<file path="config.mk">
export PLATFORM = sky130hd
export DESIGN_NAME = four_bit_full_adder
export DESIGN_NICKNAME = d
export VERILOG_FILES = /design/src/rtl/four_bit_full_adder.sv
export SDC_FILE = /design/constraint.sdc
export NUM_CORES = 1
export LEC_CHECK = 0
export ABC_AREA = 1
export ABC_CLOCK_PERIOD_IN_PS = 1700
export CORE_AREA = 2 2 39 41
export CTS_CLUSTER_SIZE = 16
export DETAILED_ROUTE_END_ITERATION = 10
export DIE_AREA = 0 0 41 43
export SYNTH_ARGS = -nofsm -noshare
export SYNTH_HDL_FRONTEND = slang
export SYNTH_SLANG_ARGS = --single-unit
</file>
<file path="constraint.sdc">
create_clock -name clk -period 1.7 [get_ports clk]
set_input_delay 0.17 -clock clk [delete_from_list [all_inputs] [get_ports clk]]
set_output_delay 0.17 -clock clk [all_outputs]
set_load 0.01 [all_outputs]
</file>
<file path="src/rtl/four_bit_full_adder.sv">
// Registered ripple-carry adder: A + B + cin -> {cout, S}, with signed overflow
// and zero flags, all captured on the rising clock edge.
module four_bit_full_adder #(
  parameter int unsigned WIDTH = 2
) (
  input  logic             clk,
  input  logic             reset,
  input  logic             en,
  input  logic [WIDTH-1:0] A,
  input  logic [WIDTH-1:0] B,
  input  logic             cin,
  output logic             cout,
  output logic [WIDTH-1:0] S,
  output logic             ovf,
  output logic             zero
);

  logic [WIDTH:0]   c;
  logic [WIDTH-1:0] s;

  assign c[0] = cin;

  // One full-adder cell per bit; the carry ripples from bit 0 upward.
  for (genvar i = 0; i < int'(WIDTH); i++) begin : gen_cell
    assign s[i]   = A[i] ^ B[i] ^ c[i];
    assign c[i+1] = (A[i] & B[i]) | (A[i] & c[i]) | (B[i] & c[i]);
  end

  logic [WIDTH-1:0] s_d, s_q;
  logic             cout_d, cout_q;
  logic             ovf_d, ovf_q;
  logic             zero_d, zero_q;

  // Load-enable mux: hold the current result unless en is asserted.
  always_comb begin
    s_d    = s_q;
    cout_d = cout_q;
    ovf_d  = ovf_q;
    zero_d = zero_q;
    if (en) begin
      s_d    = s;
      cout_d = c[WIDTH];
      ovf_d  = c[WIDTH] ^ c[WIDTH-1];
      zero_d = (s == '0);
    end
  end

  // Reset has priority over the load, even with en high in the same cycle.
  always_ff @(posedge clk) begin
    if (reset) begin
      s_q    <= '0;
      cout_q <= 1'b0;
      ovf_q  <= 1'b0;
      zero_q <= 1'b1;
    end else begin
      s_q    <= s_d;
      cout_q <= cout_d;
      ovf_q  <= ovf_d;
      zero_q <= zero_d;
    end
  end

  assign S    = s_q;
  assign cout = cout_q;
  assign ovf  = ovf_q;
  assign zero = zero_q;

endmodule

</file>
==> metrics.txt <==
Synth Warn # 0; vias per cell between 3 and 4; setup_tns 0 ns; fmax between 0.6 and 0.7 GHz; number of global-route vias before repair 227; synthesized flop and latch total 5; pin count of the biggest net entering global routing 11; Pwr per Cell Area 858 nW/um2; grt total ovfl 0; Clock Path Buffers 2; Worst Skew 0 ns; final non-filler cell total 63; Sink Count 5; # setup viols final 0; crit path capture type flop; Post-synth EDFFs 0; syn nets 40; hold crit path type flop to flop; initial core utilization 17.9%; H-tree levels 1; outcome complete, no violations; Die Span X approximately 40 um; Layout area overhead 69.7%; CTS tree built; Seq/Total Area, Yosys 40.4%; Worst setup SP type primary input; Synth area leader dfxtp_1; relative slew slack between 70% and 80%; Leakage around 0.0002 uW; hpwl dp approximately 440 um; Skew-Pair Late Insertion Delay roughly 0.25 ns; Starting DRT DRC Count 7; CTS hold repair buffers 0; Die Area ~1800 um2; Top FF cell, synth dfxtp_1; Slew Limit Fails 0; GPL Wtd Cong 0.712; first-pass GRT wire length 986 um; Crit path arrival time around 1.7 ns; critical path class primary input to flop; via count approximately 240; period utilisation layout between 90% and 100%; Final Routed Wirelength 583 um; CTS root buf clkbuf_4; GR Util All Layers a little under a tenth; Port Buffers 12; RSZ-0062 raised after global routing false; dpl cells 59; Area contributors post-synth dfxtp_1, fa_1, inv_1; Yosys cell types 10; worst-path maximum fanout 2; max-cap violation count 0; Synth top area share between 40 and 50%; die height 43 um; PnR Total Power roughly 360 uW; core area around 1400 um2; post-CTS setup buffer count 0; TritonCTS Buffers 3; final core occ 30.4%; DP Worst Slack -0.218 ns; I/O pins 13; WL/cell approximately 9 um; first-pass detailed-route iteration total 4; initial antenna violation count 0; DRC violation count after routing 0; clock period minus worst slack around 1.6 ns; Post-synth ARST share 0%; Worst-Margin Slew between 0.3 and 0.4 ns; top cells by count, synth inv_1, dfxtp_1, a21oi_1, nand2_1, o21ai_0; mean post-synth cell area ~8.3 um2; # rows 14; worst vdd ir between 0.0004 and 0.0005 V; final hold vios 0; Mapped Cells 30; Worst Setup Slack, final around 0.12 ns; Worst EP required between 1.5 and 2 ns; ratio of cells with drive above 1 in the final layout 14.9%; count leader, synth inv_1; Antenna Nets Post-Route 0; nets@finish 58; clock slew at reported path FFs ~0.04 ns; synthesized area about 250 um2; # diodes 0
[kinds of logic after synthesis]
kind of cell               synth area share [%]
AOI/OAI and AO/OA                          15.1
adders and majority gates                  16.2
buffers and inverters                      16.7
DFF                                        40.4
and+or+nand+nor                            11.6
[cells in the final DEF, fill, tap and decap left out]
| cell | count |
|---|---|
| inv_2 | 1 |
| buf_4 | 2 |
| inv_1 | 7 |
| o211ai_1 | 1 |
| a21oi_1 | 3 |
| clkdlybuf4s50_1 | 12 |
| nand3_1 | 2 |
| o21ai_0 | 3 |
| fa_1 | 1 |
| clkbuf_1 | 1 |
| clkbuf_4 | 3 |
| nand2_1 | 3 |
| dfxtp_1 | 5 |
| fa_2 | 1 |
| nor2_1 | 2 |
[per-stage QoR]
stage	hold WS (ns)	area [um2]
2_1_floorplan	0.318	248
3_3_place_gp	0.468	392
3_5_place_dp	0.471	392
4_1_cts	0.477	418
5_1_grt	0.487	420
6_report	0.474	420
[where the power goes]
part	switching (uW)	total (uW)	leakage [uW]	internal, uW
clock	52.3	141	0.0000150	89.0
combinational	35.9	86.3	0.000139	50.4
sequential	4.90	133	0.0000416	128
total	93.1	361	0.000195	268
[state kept, by name (all words and copies together) (netlist names)]
| signal | cells |
|---|---|
| cout | 1 |
| ovf | 1 |
| zero | 1 |
| S | 2 |
[cell type report]
cell class	count	area (um2)
Fill cell	152	963
Sequential cell	5	100
Tap cell	16	20.0
Timing Repair Buffer	14	135
Inverter	8	30.0
Multi-Input combinational cell	16	109
Clock buffer	4	26.3
[worst paths after layout]
kind | cells past startpoint | slack (ns) | startpoint | to
setup / recovery | 6 | 0.12 | A[0] | zero$_SDFFE_PP1P_
hold / removal | 2 | 0.47 | zero$_SDFFE_PP1P_ | zero$_SDFFE_PP1P_
hold reg to reg | 2 | 0.47 | zero$_SDFFE_PP1P_ | zero$_SDFFE_PP1P_
setup reg to reg | 2 | 1.06 | cout$_SDFFE_PP0P_ | cout$_SDFFE_PP0P_
[layer usage]
layer / track usage (%) / wire, um / vias up
met5: 0 / 0 / -
met4: 2.00 / 0 / 0
met3: 9.42 / 55 / 0
met2: 13.4 / 283 / 9
met1: 9.48 / 243 / 105
li1: - / - / 125
[repair_timing]
| action | 4_1_cts | 5_1_grt |
|---|---|---|
| endpoints found under the hold margin | 0 | 0 |
| setup endpoints to repair | 0 | 1 |
| resized for setup | 0 | 2 |
[worst max-delay path, stage by stage]
cell and delay [ns]:
clkdlybuf4s50_1 0.43, fa_2 0.40, inv_2 0.08, fa_1 0.43, nand3_1 0.10, o211ai_1 0.08
Power figures use the tool's default switching activity.
